## src/rtl/write_buffer.sv

```systemverilog
// Write-through buffer between a cache controller and main memory.
// Accepted writes are queued in a circular FIFO and drained to memory in
// acceptance order by a two-state drain machine. A read probe forwards the
// newest buffered copy of an address so a cache miss never sees stale memory.
module write_buffer #(
    parameter int DEPTH  = 4,
    parameter int ADDR_W = 10,
    parameter int DATA_W = 32
) (
    input  logic                       clk,
    input  logic                       reset_n,
    input  logic                       wr_req,
    input  logic [ADDR_W-1:0]          wr_addr,
    input  logic [DATA_W-1:0]          wr_data,
    output logic                       wr_ready,
    input  logic [ADDR_W-1:0]          rd_addr,
    output logic                       rd_hit,
    output logic [DATA_W-1:0]          rd_data,
    output logic                       mem_req,
    output logic [ADDR_W-1:0]          mem_addr,
    output logic [DATA_W-1:0]          mem_wdata,
    input  logic                       mem_ack,
    output logic [$clog2(DEPTH):0]     count,
    output logic                       empty
);

    localparam int PTR_W = $clog2(DEPTH);
    localparam int CNT_W = PTR_W + 1;

    typedef enum logic [0:0] {
        IDLE = 1'b0,
        BUSY = 1'b1
    } drain_state_t;

    // Entry storage and FIFO bookkeeping
    logic [ADDR_W-1:0] addr_mem_r [DEPTH];
    logic [DATA_W-1:0] data_mem_r [DEPTH];
    logic [PTR_W-1:0]  head_r;
    logic [PTR_W-1:0]  tail_r;
    logic [CNT_W-1:0]  count_r;

    // Drain machine and the registered memory-side presentation
    drain_state_t      state_r;
    drain_state_t      state_next_s;
    logic [ADDR_W-1:0] mem_addr_r;
    logic [DATA_W-1:0] mem_wdata_r;

    // Per-cycle decode
    logic              wr_ready_s;
    logic              push_s;
    logic              pop_s;
    logic [PTR_W-1:0]  head_next_s;
    logic [CNT_W-1:0]  count_next_s;
    logic [ADDR_W-1:0] load_addr_s;
    logic [DATA_W-1:0] load_data_s;

    // Forwarding
    logic              fwd_hit_s;
    logic [DATA_W-1:0] fwd_data_s;
    logic [PTR_W-1:0]  fwd_idx_s;

    // Accept/pop qualification; readiness comes only from registered count
    always_comb begin
        wr_ready_s = (count_r != CNT_W'(DEPTH));
        push_s     = wr_req && wr_ready_s;
        pop_s      = (state_r == BUSY) && mem_ack;
    end

    // Occupancy and head pointer after this edge's push/pop
    always_comb begin
        count_next_s = count_r;
        case ({push_s, pop_s})
            2'b10:   count_next_s = count_r + CNT_W'(1);
            2'b01:   count_next_s = count_r - CNT_W'(1);
            default: count_next_s = count_r;
        endcase
        if (pop_s) begin
            head_next_s = head_r + PTR_W'(1);
        end else begin
            head_next_s = head_r;
        end
    end

    // Drain FSM next-state: leave IDLE when anything is queued, return when empty
    always_comb begin
        state_next_s = state_r;
        case (state_r)
            IDLE: begin
                if (count_r != CNT_W'(0)) begin
                    state_next_s = BUSY;
                end else begin
                    state_next_s = IDLE;
                end
            end
            BUSY: begin
                if (pop_s) begin
                    if (count_next_s != CNT_W'(0)) begin
                        state_next_s = BUSY;
                    end else begin
                        state_next_s = IDLE;
                    end
                end else begin
                    state_next_s = BUSY;
                end
            end
            default: state_next_s = IDLE;
        endcase
    end

    // Select the entry that will be at head after this edge; when the only
    // remaining entry is the one being pushed right now, take it from the port
    always_comb begin
        load_addr_s = addr_mem_r[head_next_s];
        load_data_s = data_mem_r[head_next_s];
        if (push_s && (tail_r == head_next_s)) begin
            load_addr_s = wr_addr;
            load_data_s = wr_data;
        end else begin
            load_addr_s = addr_mem_r[head_next_s];
            load_data_s = data_mem_r[head_next_s];
        end
    end

    // Drain state register
    always_ff @(posedge clk or negedge reset_n) begin
        if (!reset_n) begin
            state_r <= IDLE;
        end else begin
            state_r <= state_next_s;
        end
    end

    // Memory address/data registers: hold the head entry while BUSY, zero otherwise
    always_ff @(posedge clk or negedge reset_n) begin
        if (!reset_n) begin
            mem_addr_r  <= '0;
            mem_wdata_r <= '0;
        end else if (state_next_s == BUSY) begin
            mem_addr_r  <= load_addr_s;
            mem_wdata_r <= load_data_s;
        end else begin
            mem_addr_r  <= '0;
            mem_wdata_r <= '0;
        end
    end

    // FIFO pointers and occupancy
    always_ff @(posedge clk or negedge reset_n) begin
        if (!reset_n) begin
            head_r  <= '0;
            tail_r  <= '0;
            count_r <= '0;
        end else begin
            head_r  <= head_next_s;
            count_r <= count_next_s;
            if (push_s) begin
                tail_r <= tail_r + PTR_W'(1);
            end else begin
                tail_r <= tail_r;
            end
        end
    end

    // Entry storage, written at tail on an accepted push
    always_ff @(posedge clk or negedge reset_n) begin
        if (!reset_n) begin
            for (int i = 0; i < DEPTH; i++) begin
                addr_mem_r[i] <= '0;
                data_mem_r[i] <= '0;
            end
        end else if (push_s) begin
            addr_mem_r[tail_r] <= wr_addr;
            data_mem_r[tail_r] <= wr_data;
        end else begin
            addr_mem_r[tail_r] <= addr_mem_r[tail_r];
            data_mem_r[tail_r] <= data_mem_r[tail_r];
        end
    end

    // Read-probe forwarding: walk oldest to newest so the newest match wins;
    // only entries inside the valid window (head .. head+count-1) participate
    always_comb begin
        fwd_hit_s  = 1'b0;
        fwd_data_s = '0;
        fwd_idx_s  = head_r;
        for (int k = 0; k < DEPTH; k++) begin
            fwd_idx_s = head_r + PTR_W'(k);
            if ((CNT_W'(k) < count_r) && (addr_mem_r[fwd_idx_s] == rd_addr)) begin
                fwd_hit_s  = 1'b1;
                fwd_data_s = data_mem_r[fwd_idx_s];
            end else begin
                fwd_hit_s  = fwd_hit_s;
                fwd_data_s = fwd_data_s;
            end
        end
    end

    assign wr_ready  = wr_ready_s;
    assign rd_hit    = fwd_hit_s;
    assign rd_data   = fwd_data_s;
    assign mem_req   = (state_r == BUSY);
    assign mem_addr  = mem_addr_r;
    assign mem_wdata = mem_wdata_r;
    assign count     = count_r;
    assign empty     = (count_r == CNT_W'(0));

endmodule

```

## config.mk

```make
export PLATFORM = sky130hd
export DESIGN_NAME = write_buffer
export DESIGN_NICKNAME = d
export VERILOG_FILES = /design/src/rtl/write_buffer.sv
export SDC_FILE = /design/constraint.sdc
export NUM_CORES = 1
export LEC_CHECK = 0
export ABC_CLOCK_PERIOD_IN_PS = 10600
export BUFFER_PORTS_ARGS = -buffer_cell sky130_fd_sc_hd__buf_2
export CORE_MARGIN = 2
export CORE_UTILIZATION = 60
export DETAILED_ROUTE_END_ITERATION = 16
export GPL_ROUTABILITY_DRIVEN = 0
export PLACE_DENSITY = 0.88
export SLEW_MARGIN = 20
export SYNTH_ARGS = -nofsm -noshare
export SYNTH_HDL_FRONTEND = slang
export SYNTH_SLANG_ARGS = --single-unit
```

## constraint.sdc

```tcl
create_clock -name clk -period 10.6 [get_ports clk]
set_clock_uncertainty 0.15 [all_clocks]
set_input_delay 2.12 -clock clk [delete_from_list [all_inputs] [get_ports clk]]
set_output_delay 2.12 -clock clk [all_outputs]
set_load 0.02 [all_outputs]
```

# After elaboration in Yosys (flattened, before gate mapping)
# Index checks and enable logic that the tools add are counted.
# totals
inputBits	56
ff_bits	218
out_inout_bits	81
word_cells	121
# op_classes
mux	64
n_bitwise	7
n_eq_ne	8
add_sub_neg	6
n_lt_le_gt_ge	11
reduce_logical	11
# op_table
cell	count
two-way mux 32 bit	19
binary-select mux 32 bit (select 2 bit)	6
bitwise mux 128 bit	2
two-way mux 10 bit	15
two-way mux 128 bit	1
binary-select mux 10 bit (select 2 bit)	6
bitwise mux 40 bit	2
demux 32 bit (select 2 bit)	1
== test 10 bit	4
two-way mux 40 bit	1
demux 10 bit (select 2 bit)	1
greater-or-equal comparator 3 bit (second input constant)	6
inverter 2 -> 3 bit	6
logical AND 1 bit	8
two-way mux 1 bit	7
less-than comparator 1 x 3 -> 1 bit (first input constant)	2
less-than comparator 2 x 3 -> 1 bit (first input constant)	2
case mux 3 bit (2 select lines)	1
nonzero test 3 bit	2
adder 2 x 1 -> 2 bit (second input constant)	2
adder 2 bit (second input constant)	2
adder 3 x 1 -> 3 bit (second input constant)	1
zero test 3 bit	1
less-than comparator 3 x 1 -> 1 bit (second input constant)	1
other kinds (8)	8

# Depth between registers and ports, before layout
# depth
word_depth	10
mapped_depth	14
mapped_depth_nobuf	9

# Worst setup path before layout
# OpenSTA, ideal clock, no wires.
# synth_timing
path_type	input to output
startpoint	input port rd_addr[3]
endpoint	output port rd_data[10]
arrival_ps	4296
path_stages	8
required_time_ps	8330
setup_slack_ps	4034
path_buffers	2
cell_sequence	buf_1 > xnor2_1 > or4_1 > a221o_1 > nor4b_4 > buf_6 > a21oi_2 > a22oi_2
# synth_via
elab_chain_cells	6
elab_cells_between_ends	12
classes_between	4 x eq/ne; 4 x mux; 4 x reduce/logical
# synth_rtl
element	line	rtl
start: declaration	16	input logic [ADDR_W-1:0] rd_addr,
== test 10 bit	188	if ((CNT_W'(k) < count_r) && (addr_mem_r[fwd_idx_s] == rd_addr)) begin
logical AND 1 bit	188	
two-way mux 32 bit (3 in a row)	188	
two-way mux 32 bit (*)	188	
end: declaration	18	output logic [DATA_W-1:0] rd_data,
# Mark *: on every way between the ends. The rest lies on a longest branch, timed or not.

# Worst setup path in the final report
# layout_timing
startpoint	register head_r[0]
endpoint	output port rd_data[12]
# layout_via
elab_chain_cells	10
elab_cells_between_ends	43
classes_between	3 x add/sub; 4 x eq/ne; 28 x mux; 4 x bitwise; 4 x reduce/logical
# layout_rtl
element	line	rtl
start: declaration	38	logic [PTR_W-1:0] head_r;
start signal: assignment	154	head_r <= head_next_s;
adder 2 x 1 -> 2 bit / inverter 2 -> 3 bit (equally long branches)	187, 188, 190	
inverter 2 -> 3 bit (implied by the code) / binary-select mux 10 bit (select 2 bit) (equally long branches)	188, 190	
binary-select mux 10 bit (select 2 bit) / two-way mux 10 bit (equally long branches)	188	
two-way mux 10 bit (implied by the code)	188	
two-way mux 10 bit (implied by the code) / == test 10 bit (equally long branches)	188	
== test 10 bit / logical AND 1 bit (equally long branches)	188	
logical AND 1 bit / two-way mux 32 bit (equally long branches)	188	
two-way mux 32 bit (2 in a row)	188	
two-way mux 32 bit (*)	188	
# Mark *: on every way between the ends. The rest lies on a longest branch, timed or not. The select of a mux whose other input is x is not followed.

==> impl_metrics.env <==
export IMPL_status="finished, final reports clean"
export IMPL_ir_drop_mv=0.237
export IMPL_yosysWarnings=0
export IMPL_start_util=0.609
export IMPL_cp_top_family="simple AND/OR/NAND/NOR gates"
export IMPL_final_setup_tns_ns=0
export IMPL_mappedNetlistArea_um2=16400
export IMPL_worstMarginPinSlew_ns=1.12
export IMPL_hold_viol=0
export IMPL_coreArea_um2=26900
export IMPL_clk_pin_slew_worst_paths_ns=0.06
export IMPL_die_x_um=169
export IMPL_cts_buffers=25
export IMPL_hp_class="register to register"
export IMPL_crit_required_ns=8.33
export IMPL_route_detailed_drc=0
export IMPL_yosys_area_top_type_share=0.333
export IMPL_insertion_delay_ns=0.53
export IMPL_critPathBufInv=3
export IMPL_vias=13100
export IMPL_ctsHtreeMaxLevel=1
export IMPL_fin_ws_ns=3.24
export IMPL_finalMaxSlewViolations=0
export IMPL_period_share=0.694
export IMPL_syn_inst=1463
export IMPL_antenna_found_initial=2
export IMPL_areaGrowthSynthToFinish_pct=9.52
export IMPL_cp_cell_sequence="buf_4, mux4_2, xor2_1, nor4_1, nand2_1, buf_4, nor4b_1, o21ai_2, a22oi_2, buf_2"
export IMPL_netlist_top_cells_area="dfrtp_1, mux4_2, mux2i_1"
export IMPL_drt_first_pass_iters=6
export IMPL_hp_start="data_mem_r[95]$_DFFE_PN0P_"
export IMPL_dp_hpwl_um=25600
export IMPL_track_usage=0.319
export IMPL_cts_buffer_depth=3
export IMPL_whs_path_depth=2
export IMPL_crit_type="register to primary output"
export IMPL_finalNetCount=1567
export IMPL_rsz0062_at_grt="false"
export IMPL_drive_gt1_frac=0.339
export IMPL_portBuffers=136
export IMPL_cts_root_buf="clkbuf_16"
export IMPL_arrival_ns=5.09
export IMPL_routedWlPerCell_um=24.0
export IMPL_tritoncts="yes"
export IMPL_postPlaceCellArea_um2=17100
export IMPL_slew_headroom=0.253
export IMPL_first_global_vias=13400
export IMPL_drtIter0Drc=1592
export IMPL_worst_path_stages=10
export IMPL_die_area_um2=28600
export IMPL_postRouteWirelength_um=44700
export IMPL_pre_cts_ws_ns=3.64
export IMPL_holdWs_ns=0.465
export IMPL_final_core_util=0.667
export IMPL_postCtsSetupBuffers=0
export IMPL_ctsResizeCount=0
export IMPL_yosysTopAreaCell="dfrtp_1"
export IMPL_fin_crit_ns=7.36
export IMPL_grt_start_max_net_pins=85
export IMPL_synth_avg_cell_area_um2=11.2
export IMPL_rows=60
export IMPL_max_cap_violations=0
export IMPL_cts_hold_buf=0
export IMPL_fmax_mhz=136
export IMPL_final_area_um2=17900
export IMPL_ys_seq_elements=218
export IMPL_seq_area_frac_synth=0.333
export IMPL_antenna_violating_nets_post_route=0
export IMPL_cp_max_fo=44
export IMPL_max_stage_delay_ns=0.73
export IMPL_grt_ovfl_total=0
export IMPL_r2r_start="head_r[1]$_DFF_PN0_"
export IMPL_p_leak_nw=7.28
export IMPL_io_pins=137
export IMPL_synth_cell_types=48
export IMPL_worstRegToRegCells=7
export IMPL_die_h_um=169
export IMPL_clock_sinks=218
export IMPL_fillCellCount=1932
export IMPL_vias_per_cell=7.04
export IMPL_pwr_density_cell_nw_per_um2=363
export IMPL_end_kind="primary output"
export IMPL_startpoint="head_r[0]$_DFF_PN0_"
export IMPL_grt_pass1_wl_um=72300
export IMPL_syn_nets=1527
export IMPL_cp_common_cell="buf_4"
export IMPL_slowest_stage="dfrtp_4"
export IMPL_critPathLaunchType="register"
export IMPL_setup_viol=0
cell families (layout without fill, tap and decap cells):
group,after synthesis,in the layout,share of synthesized area
compound gates,348,348,0.146
mux,345,345,0.349
simple gates,340,340,0.0929
flops,218,218,0.333
buf+inv,154,211,0.0447
xor+xnor,48,48,0.0262
fa+ha+maj,10,10,0.00734
other cells,0,2,0
cells in the final DEF (no fill, tap or decap), types with 25 or more instances in the layout:
cell type / instances
mux2_2: 33
dfrtp_1: 214
nand2_1: 74
o21ai_2: 30
nor2_1: 210
nor4b_1: 32
xnor2_1: 30
o21ai_0: 41
a21oi_1: 174
a21oi_2: 29
clkbuf_16: 25
mux2i_1: 134
mux4_2: 177
buf_2: 135
a22oi_2: 30
o211a_1: 32
cell type report:
| class | count | area, um2 | share of cell area |
|---|---|---|---|
| antenna | 2 | 5.00 | 0.000279 |
| clock inverter | 5 | 53.8 | 0.00300 |
| inverter | 8 | 30.0 | 0.00168 |
| sequential | 218 | 5470 | 0.305 |
| multi-input combinational | 1091 | 10300 | 0.574 |
| tap | 341 | 427 | 0.0238 |
| clock buffer | 39 | 748 | 0.0418 |
| timing repair buffer | 159 | 900 | 0.0502 |
synth_stat cells (all sizes together):
cell / n
a21oi: 203
a221o: 1
a22oi: 33
a2bb2oi: 1
and2: 2
buf: 65
clkbuf: 81
clkinv: 1
dfrtp: 218
ha: 8
inv: 7
maj3: 2
mux2: 33
mux2i: 135
mux4: 177
nand2: 74
nand2b: 1
nand3: 7
nand4: 2
nor2: 210
nor2b: 1
nor3: 3
nor4: 2
nor4b: 34
o2111ai: 2
o211a: 32
o211ai: 1
o21ai: 73
o221ai: 1
o41ai: 1
or3: 1
or4: 2
or4b: 1
xnor2: 32
xor2: 16
state kept, by name, summed over array words and instances (netlist names):
name	cells
count	3
head_r	2
mem_req	1
addr_mem_r	40
data_mem_r	128
mem_addr	10
mem_wdata	32
tail_r	2
metrics by stage:
stage,cells,total power [W]
6_report,1863,0.00650
5_1_grt,1863,0.00691
4_1_cts,1859,0.00644
3_5_place_dp,1815,0.00555
3_3_place_gp,1815,0.00538
2_1_floorplan,1463,0.00465
final timing paths:
path | to | slack (ns)
setup / recovery | rd_data[12] | 3.24
hold / removal | data_mem_r[95]$_DFFE_PN0P_ | 0.47
setup reg to reg | mem_addr[1]$_DFF_PN0_ | 6.82
hold reg to reg | data_mem_r[95]$_DFFE_PN0P_ | 0.47
max in group asynchronous | head_r[0]$_DFF_PN0_ | 6.87
min in group asynchronous | mem_wdata[13]$_DFF_PN0_ | 1.41
power breakdown:
part           internal (W)  switching (W)
combinational       0.00183        0.00205
sequential          0.00123       0.000542
clock              0.000506       0.000351
tightest hold or removal path: stages, from the launching register on:
cell	delay [ns]
dfrtp_1	0.40
nor2_1	0.06
a21oi_1	0.10
layer usage:
| layer | vias to the layer above | routed length (um) | track usage |
|---|---|---|---|
| met5 | - | 0 | 0 |
| met4 | 0 | 1960 | 0.154 |
| met3 | 158 | 4380 | 0.0678 |
| met2 | 804 | 21600 | 0.510 |
| met1 | 6537 | 16800 | 0.421 |
| li1 | 5611 | - | - |
Power figures use the tool's default switching activity.
